--- config.mk ---
export PLATFORM = sky130hd
export DESIGN_NAME = ipif_axil_regfile
export DESIGN_NICKNAME = d
export VERILOG_FILES = /design/src/rtl/ipif_pkg.sv /design/src/rtl/ipif_axil_wr_ctrl.sv /design/src/rtl/ipif_axil_regfile.sv
export SDC_FILE = /design/constraint.sdc
export NUM_CORES = 1
export LEC_CHECK = 0
export BUFFER_PORTS_ARGS = -buffer_cell sky130_fd_sc_hd__buf_2
export CAP_MARGIN = 20
export CORE_MARGIN = 1.5
export CORE_UTILIZATION = 44
export DETAILED_ROUTE_END_ITERATION = 12
export PLACE_DENSITY = 0.76
export SLEW_MARGIN = 20
export SYNTH_ARGS = -nofsm -noshare
export SYNTH_HDL_FRONTEND = slang
export SYNTH_SLANG_ARGS = --single-unit
--- constraint.sdc ---
create_clock -name S_AXI_ACLK -period 1.84 [get_ports S_AXI_ACLK]
set_clock_uncertainty 0.2 [all_clocks]
set_input_delay 0.184 -clock S_AXI_ACLK [delete_from_list [all_inputs] [get_ports S_AXI_ACLK]]
set_output_delay 0.184 -clock S_AXI_ACLK [all_outputs]
set_load 0.05 [all_outputs]
--- src/rtl/ipif_pkg.sv ---
// Shared definitions for the bus-side IPIF register path: AXI response codes,
// register index sizing and the read/write channel FSM states.
package ipif_pkg;

    localparam logic [1:0] RESP_OKAY   = 2'b00;
    localparam logic [1:0] RESP_SLVERR = 2'b10;

    // Index field is at least one bit wide so a single-register file still decodes.
    function automatic int unsigned reg_idx_bits(input int unsigned n_reg);
        return (n_reg <= 1) ? 1 : $clog2(n_reg);
    endfunction

    typedef enum logic {
        W_IDLE,
        W_RESP
    } wr_state_e;

    typedef enum logic {
        R_IDLE,
        R_DATA
    } rd_state_e;

endpackage

--- src/rtl/ipif_axil_wr_ctrl.sv ---
// AXI4-Lite write channel controller: latches AW and W independently, checks the
// address range and issues a single-cycle apply command plus the B response.
module ipif_axil_wr_ctrl
    import ipif_pkg::*;
#(
    parameter int unsigned DW    = 32,
    parameter int unsigned AW    = 8,
    parameter int unsigned N_REG = 2
) (
    input  logic                             clk_i,
    input  logic                             rst_ni,
    input  logic [AW-1:0]                    awaddr_i,
    input  logic                             awvalid_i,
    output logic                             awready_o,
    input  logic [DW-1:0]                    wdata_i,
    input  logic [DW/8-1:0]                  wstrb_i,
    input  logic                             wvalid_i,
    output logic                             wready_o,
    output logic [1:0]                       bresp_o,
    output logic                             bvalid_o,
    input  logic                             bready_i,
    output logic                             wr_en_o,
    output logic [reg_idx_bits(N_REG)-1:0]   wr_idx_o,
    output logic [DW-1:0]                    wr_data_o,
    output logic [DW/8-1:0]                  wr_strb_o
);

    localparam int unsigned ADDR_LSB = $clog2(DW / 8);
    localparam int unsigned IW       = reg_idx_bits(N_REG);
    localparam logic [AW:0] RANGE_LIMIT = (AW + 1)'(N_REG * (DW / 8));

    wr_state_e       state_q, state_d;
    logic            aw_lat_q, aw_lat_d;
    logic            w_lat_q, w_lat_d;
    logic [AW-1:0]   addr_q, addr_d;
    logic [DW-1:0]   data_q, data_d;
    logic [DW/8-1:0] strb_q, strb_d;
    logic            awready_q, awready_d;
    logic            wready_q, wready_d;
    logic            bvalid_q, bvalid_d;
    logic [1:0]      bresp_q, bresp_d;
    logic            aw_hs, w_hs, in_range;

    always_comb begin
        aw_hs    = awvalid_i & awready_q;
        w_hs     = wvalid_i & wready_q;
        // Bypass the holding registers so a handshake can commit on its own edge.
        addr_d   = aw_hs ? awaddr_i : addr_q;
        data_d   = w_hs ? wdata_i : data_q;
        strb_d   = w_hs ? wstrb_i : strb_q;
        in_range = {1'b0, addr_d} < RANGE_LIMIT;

        state_d   = state_q;
        aw_lat_d  = aw_lat_q;
        w_lat_d   = w_lat_q;
        bvalid_d  = bvalid_q;
        bresp_d   = bresp_q;
        wr_en_o   = 1'b0;
        wr_idx_o  = addr_d[ADDR_LSB +: IW];
        wr_data_o = data_d;
        wr_strb_o = strb_d;

        unique case (state_q)
            W_IDLE: begin
                aw_lat_d = aw_lat_q | aw_hs;
                w_lat_d  = w_lat_q | w_hs;
                if (aw_lat_d && w_lat_d) begin
                    aw_lat_d = 1'b0;
                    w_lat_d  = 1'b0;
                    state_d  = W_RESP;
                    bvalid_d = 1'b1;
                    bresp_d  = in_range ? RESP_OKAY : RESP_SLVERR;
                    wr_en_o  = in_range;
                end
            end
            W_RESP: begin
                if (bready_i) begin
                    state_d  = W_IDLE;
                    bvalid_d = 1'b0;
                end
            end
            default: state_d = W_IDLE;
        endcase

        awready_d = (state_d == W_IDLE) && !aw_lat_d;
        wready_d  = (state_d == W_IDLE) && !w_lat_d;
    end

    always_ff @(posedge clk_i) begin
        if (!rst_ni) begin
            state_q   <= W_IDLE;
            aw_lat_q  <= 1'b0;
            w_lat_q   <= 1'b0;
            addr_q    <= '0;
            data_q    <= '0;
            strb_q    <= '0;
            awready_q <= 1'b0;
            wready_q  <= 1'b0;
            bvalid_q  <= 1'b0;
            bresp_q   <= RESP_OKAY;
        end else begin
            state_q   <= state_d;
            aw_lat_q  <= aw_lat_d;
            w_lat_q   <= w_lat_d;
            addr_q    <= addr_d;
            data_q    <= data_d;
            strb_q    <= strb_d;
            awready_q <= awready_d;
            wready_q  <= wready_d;
            bvalid_q  <= bvalid_d;
            bresp_q   <= bresp_d;
        end
    end

    assign awready_o = awready_q;
    assign wready_o  = wready_q;
    assign bvalid_o  = bvalid_q;
    assign bresp_o   = bresp_q;

endmodule

--- src/rtl/ipif_axil_regfile.sv ---
// AXI4-Lite register file on the bus clock: writes land in params_from_bus,
// reads return the IP-side image params_to_bus.
module ipif_axil_regfile
    import ipif_pkg::*;
#(
    parameter int unsigned C_S_AXI_DATA_WIDTH = 32,
    parameter int unsigned C_S_AXI_ADDR_WIDTH = 8,
    parameter int unsigned N_REG              = 2,
    parameter logic [N_REG*C_S_AXI_DATA_WIDTH-1:0] RESET_VALUE = '0
) (
    input  logic                                S_AXI_ACLK,
    input  logic                                S_AXI_ARESETN,
    input  logic [C_S_AXI_ADDR_WIDTH-1:0]       S_AXI_AWADDR,
    input  logic                                S_AXI_AWVALID,
    output logic                                S_AXI_AWREADY,
    input  logic [C_S_AXI_DATA_WIDTH-1:0]       S_AXI_WDATA,
    input  logic [C_S_AXI_DATA_WIDTH/8-1:0]     S_AXI_WSTRB,
    input  logic                                S_AXI_WVALID,
    output logic                                S_AXI_WREADY,
    output logic [1:0]                          S_AXI_BRESP,
    output logic                                S_AXI_BVALID,
    input  logic                                S_AXI_BREADY,
    input  logic [C_S_AXI_ADDR_WIDTH-1:0]       S_AXI_ARADDR,
    input  logic                                S_AXI_ARVALID,
    output logic                                S_AXI_ARREADY,
    output logic [C_S_AXI_DATA_WIDTH-1:0]       S_AXI_RDATA,
    output logic [1:0]                          S_AXI_RRESP,
    output logic                                S_AXI_RVALID,
    input  logic                                S_AXI_RREADY,
    output logic [N_REG*C_S_AXI_DATA_WIDTH-1:0] params_from_bus,
    input  logic [N_REG*C_S_AXI_DATA_WIDTH-1:0] params_to_bus,
    output logic [N_REG-1:0]                    reg_wr_pulse
);

    localparam int unsigned DW       = C_S_AXI_DATA_WIDTH;
    localparam int unsigned AW       = C_S_AXI_ADDR_WIDTH;
    localparam int unsigned ADDR_LSB = $clog2(DW / 8);
    localparam int unsigned IW       = reg_idx_bits(N_REG);
    localparam logic [AW:0] RANGE_LIMIT = (AW + 1)'(N_REG * (DW / 8));

    logic            wr_en;
    logic [IW-1:0]   wr_idx;
    logic [DW-1:0]   wr_data;
    logic [DW/8-1:0] wr_strb;

    logic [N_REG*DW-1:0] params_q, params_d;
    logic [N_REG-1:0]    pulse_q, pulse_d;

    ipif_axil_wr_ctrl #(
        .DW    (DW),
        .AW    (AW),
        .N_REG (N_REG)
    ) u_wr_ctrl (
        .clk_i     (S_AXI_ACLK),
        .rst_ni    (S_AXI_ARESETN),
        .awaddr_i  (S_AXI_AWADDR),
        .awvalid_i (S_AXI_AWVALID),
        .awready_o (S_AXI_AWREADY),
        .wdata_i   (S_AXI_WDATA),
        .wstrb_i   (S_AXI_WSTRB),
        .wvalid_i  (S_AXI_WVALID),
        .wready_o  (S_AXI_WREADY),
        .bresp_o   (S_AXI_BRESP),
        .bvalid_o  (S_AXI_BVALID),
        .bready_i  (S_AXI_BREADY),
        .wr_en_o   (wr_en),
        .wr_idx_o  (wr_idx),
        .wr_data_o (wr_data),
        .wr_strb_o (wr_strb)
    );

    always_comb begin
        params_d = params_q;
        pulse_d  = '0;
        for (int i = 0; i < int'(N_REG); i++) begin
            if (wr_en && (wr_idx == IW'(i))) begin
                pulse_d[i] = 1'b1;
                for (int b = 0; b < int'(DW / 8); b++) begin
                    if (wr_strb[b]) begin
                        params_d[i*DW + b*8 +: 8] = wr_data[b*8 +: 8];
                    end
                end
            end
        end
    end

    always_ff @(posedge S_AXI_ACLK) begin
        if (!S_AXI_ARESETN) begin
            params_q <= RESET_VALUE;
            pulse_q  <= '0;
        end else begin
            params_q <= params_d;
            pulse_q  <= pulse_d;
        end
    end

    assign params_from_bus = params_q;
    assign reg_wr_pulse    = pulse_q;

    rd_state_e     rd_state_q, rd_state_d;
    logic          arready_q, arready_d;
    logic          rvalid_q, rvalid_d;
    logic [DW-1:0] rdata_q, rdata_d;
    logic [1:0]    rresp_q, rresp_d;
    logic [IW-1:0] ar_idx;
    logic [DW-1:0] ar_sel;
    logic          ar_in_range;

    always_comb begin
        ar_idx      = S_AXI_ARADDR[ADDR_LSB +: IW];
        ar_in_range = {1'b0, S_AXI_ARADDR} < RANGE_LIMIT;
        ar_sel      = '0;
        for (int i = 0; i < int'(N_REG); i++) begin
            if (ar_idx == IW'(i)) begin
                ar_sel = params_to_bus[i*DW +: DW];
            end
        end

        rd_state_d = rd_state_q;
        rvalid_d   = rvalid_q;
        rdata_d    = rdata_q;
        rresp_d    = rresp_q;

        unique case (rd_state_q)
            R_IDLE: begin
                if (S_AXI_ARVALID && arready_q) begin
                    rd_state_d = R_DATA;
                    rvalid_d   = 1'b1;
                    rdata_d    = ar_in_range ? ar_sel : '0;
                    rresp_d    = ar_in_range ? RESP_OKAY : RESP_SLVERR;
                end
            end
            R_DATA: begin
                if (S_AXI_RREADY) begin
                    rd_state_d = R_IDLE;
                    rvalid_d   = 1'b0;
                end
            end
            default: rd_state_d = R_IDLE;
        endcase

        arready_d = (rd_state_d == R_IDLE);
    end

    always_ff @(posedge S_AXI_ACLK) begin
        if (!S_AXI_ARESETN) begin
            rd_state_q <= R_IDLE;
            arready_q  <= 1'b0;
            rvalid_q   <= 1'b0;
            rdata_q    <= '0;
            rresp_q    <= RESP_OKAY;
        end else begin
            rd_state_q <= rd_state_d;
            arready_q  <= arready_d;
            rvalid_q   <= rvalid_d;
            rdata_q    <= rdata_d;
            rresp_q    <= rresp_d;
        end
    end

    assign S_AXI_ARREADY = arready_q;
    assign S_AXI_RVALID  = rvalid_q;
    assign S_AXI_RDATA   = rdata_q;
    assign S_AXI_RRESP   = rresp_q;

endmodule
==> results.yml <==
sta:
  holdWs_ns: 0.01694
  period_share_pct: 104.2
  setup_viol: 64
  period_minus_slack_ns: 1.918
  hold_viol_final: 0
  final_max_slew_viol_count: 0
  rsz0062_at_grt: "yes"
  fmaxAchievable_mhz: 521.5
  fin_ws_ns: -0.07751
  setup-tns-final_ns: -2.168
detailed_routing:
  ant_nets: 0
  wl_met2_um: 9004
  vias_per_cell: 4.907
  wl_um: 17700
  wl_met3_um: 1244
  top_layer: "met4"
  wl_per_cell_um: 15.23
  initialDrtViolationCount: 286
  wl_met1_um: 6920
  firstDrtPassIters: 4
  drc_errors: 0
  dr_total_vias: 5702
synthesis:
  synth_top_family_by_area: "multiplexers"
  synth-xor-area-share_pct: 0
  ys.flop_type: "dfxtp_1"
  syn_area_um2: 6057
  yosysTopAreaCellShare_pct: 49.91
  synth_compound_area_share_pct: 8.159
  postSynth.asyncResetShare_pct: 0
  syn_avg_cell_area_um2: 9.849
  yosys.area.top_type: "dfxtp_1"
  yosysSeqAreaShare_pct: 49.91
  synth_fa_ha_area_share_pct: 0
  netlist_instances: 615
  synthDistinctLibCells: 37
  yosys.area_share.simple_pct: 14.67
  ys_warn_count: 0
  ys_ff_latch: 151
  synth_mux_area_share_pct: 22.47
  synthTopCellsByArea: "dfxtp_1, mux2i_1, nand2_1"
  synth-edff-count: 0
critical_path:
  critical_path.endpoint_type: "register"
  crit_path_cell_trace: "nor4b_2 > nand3_1 > buf_6 > buf_6 > a211oi_4 > buf_12 > mux2i_1"
  startpoint_type: "register"
  worstSetupPathType: "register to register"
  r2r.worst_path.cells: 7
  crit_fanout: 10
  cpMostUsedCell: "buf_6"
  arrival_ns: 2.06
  crit_required_ns: 1.98
  critPathSlowestCell: "dfxtp_2"
  slowest_delay_ns: 0.32
floorplan:
  core_um2: 13350
  dieArea_um2: 14480
  top_level_ports: 230
  fp.dieH_um: 120.3
  fp-row-count: 42
  die_w_um: 120.3
  start_util_pct: 45.38
global_route:
  antenna_found_initial: 1
  grt_pass1_vias: 5902
  overflow: 0
  grt_max_degree: 86
  groute.usage.overall_pct: 24.60
  grt_pass1_wl_um: 28050
clocking:
  cts_max_path_buffers: 2
  clockRootBuffer: "clkbuf_16"
  htree_levels: 4
  clock-sinks: 151
  insertion_delay_ns: 0.42
  clk_pin_slew_worst_paths_ns: 0.06
  cts_tree: "done"
  numCtsBuffers: 17
layout:
  nFillCells: 941
  syn_to_final_growth_pct: 54.70
  drive_gt1_share_pct: 35.53
  fin_area_um2: 9370
  nets: 1096
min_path:
  min_path_cells: 4
  hp-class: "input port to register"
placement:
  dpl_worst_slack_ns: -0.1526
  dpl_cell_area_um2: 7661
  place.gp.congestion: 0.7842
  io_buffers: 223
  hpwl_um: 10690
run:
  drv_cap: 0
pwr:
  power.total_mw: 7.512
  power.density_nw_per_um2: 801.6
  power_leakage_nw: 4.458
  peakVddDrop_uv: 615.9
outcome:
  violations: "negative setup slack"
  status: "finished, violations left"
path summary, 6_finish.rpt:
check	start	endpoint	slack [ns]
hold / removal	params_to_bus[14]	S_AXI_RDATA[14]	0.02
setup / recovery	u_wr_ctrl.addr_q[4]	params_from_bus[20]	-0.08
hold reg to reg	params_from_bus[27]	params_from_bus[27]	0.25
setup reg to reg	u_wr_ctrl.addr_q[4]	params_from_bus[20]	-0.08
cells in the final DEF, fill, tap and decap left out, types with 2 or more instances in the layout:
cell	count
buf_6	7
nor2_1	13
buf_2	222
clkbuf_1	4
dlygate4sd3_1	106
a21boi_0	2
clkinv_2	5
dfxtp_4	3
o21a_1	2
nor3_1	3
a2111oi_4	4
a211oi_4	4
clkinvlp_4	2
buf_4	28
dfxtp_1	147
clkbuf_16	17
inv_1	35
nand2b_1	2
nand2_1	138
buf_12	10
mux2i_2	2
conb_1	2
a21oi_1	6
o21ai_0	33
and3_1	3
and2_1	32
mux2i_1	98
mux2_2	32
area by class of cell:
type	instances	area [um2]	area share (%)
multi-input combinational	395	2786	29.74
tap	176	220.2	2.350
inverter	35	131.4	1.402
clock inverter	9	78.83	0.8412
timing repair buffer	373	2661	28.40
clock buffer	22	454.2	4.847
antenna	1	2.502	0.02671
sequential	151	3035	32.39
flip-flops by register name (all words and copies together), names as in the netlist, 2 cells and up:
register	flops
S_AXI_RDATA	32
reg_wr_pulse	2
u_wr_ctrl.data_q	32
u_wr_ctrl.addr_q	6
params_from_bus	64
u_wr_ctrl.strb_q	4
critical path: cells and delay by family, from the launching register on:
kind / cells / cell delay [ns]
DFF: 1 / 0.32
buffers and inverters: 3 / 0.49
and+or+nand+nor: 2 / 0.38
AOI/OAI and AO/OA: 1 / 0.27
muxes: 1 / 0.19
through the flow:
| stage | util, % | cells |
|---|---|---|
| global placement | 57.40 | 1015 |
| global route | 70.20 | 1162 |
| floorplan | - | 616 |
| finish | 70.20 | 1162 |
| detailed placement | 57.40 | 1015 |
| CTS | 69.93 | 1158 |
synth_stat cells (all sizes together) (2+ instances only):
master and n:
nand2 140, nand3 2, nand2b 2, a21o 2, a2111oi 4, clkbuf 25
nor3 3, and2 33, mux2 32, buf 10, mux2i 100, o21ai 33
inv 35, a21oi 7, a21boi 2, nor2 13, and3 4, a211oi 5
o21a 2, dfxtp 151
power by group:
group / total [mW] / switching, mW / internal (mW)
sequential: 3.38 / 0.0308 / 3.34
combinational: 0.969 / 0.465 / 0.504
clock: 3.17 / 1.29 / 1.88
total: 7.51 / 1.79 / 5.72
cells by family (layout without fill, tap and decap cells):
logic type	count (synthesis)	after routing
AOI/OAI and AO/OA	59	59
buffers and inverters	70	439
DFF	151	151
muxes	132	132
other	1	3
and+or+nand+nor	202	202
routing by layer:
metal	GRT usage, %	vias to the layer above
met3	7.500	44
met4	11.18	0
met2	45.29	221
met5	0	-
met1	25.59	2681
li1	-	2756
timing repair:
action                                  4_1_cts  5_1_grt
endpoints found under the hold margin        94        0
hold buffers                                106        0
setup buffers                                 6        3
resized for setup                             9        3
pin swaps                                     5        7
endpoints found under the setup margin       64       64
Note: power is estimated with default switching activity, not from simulation.
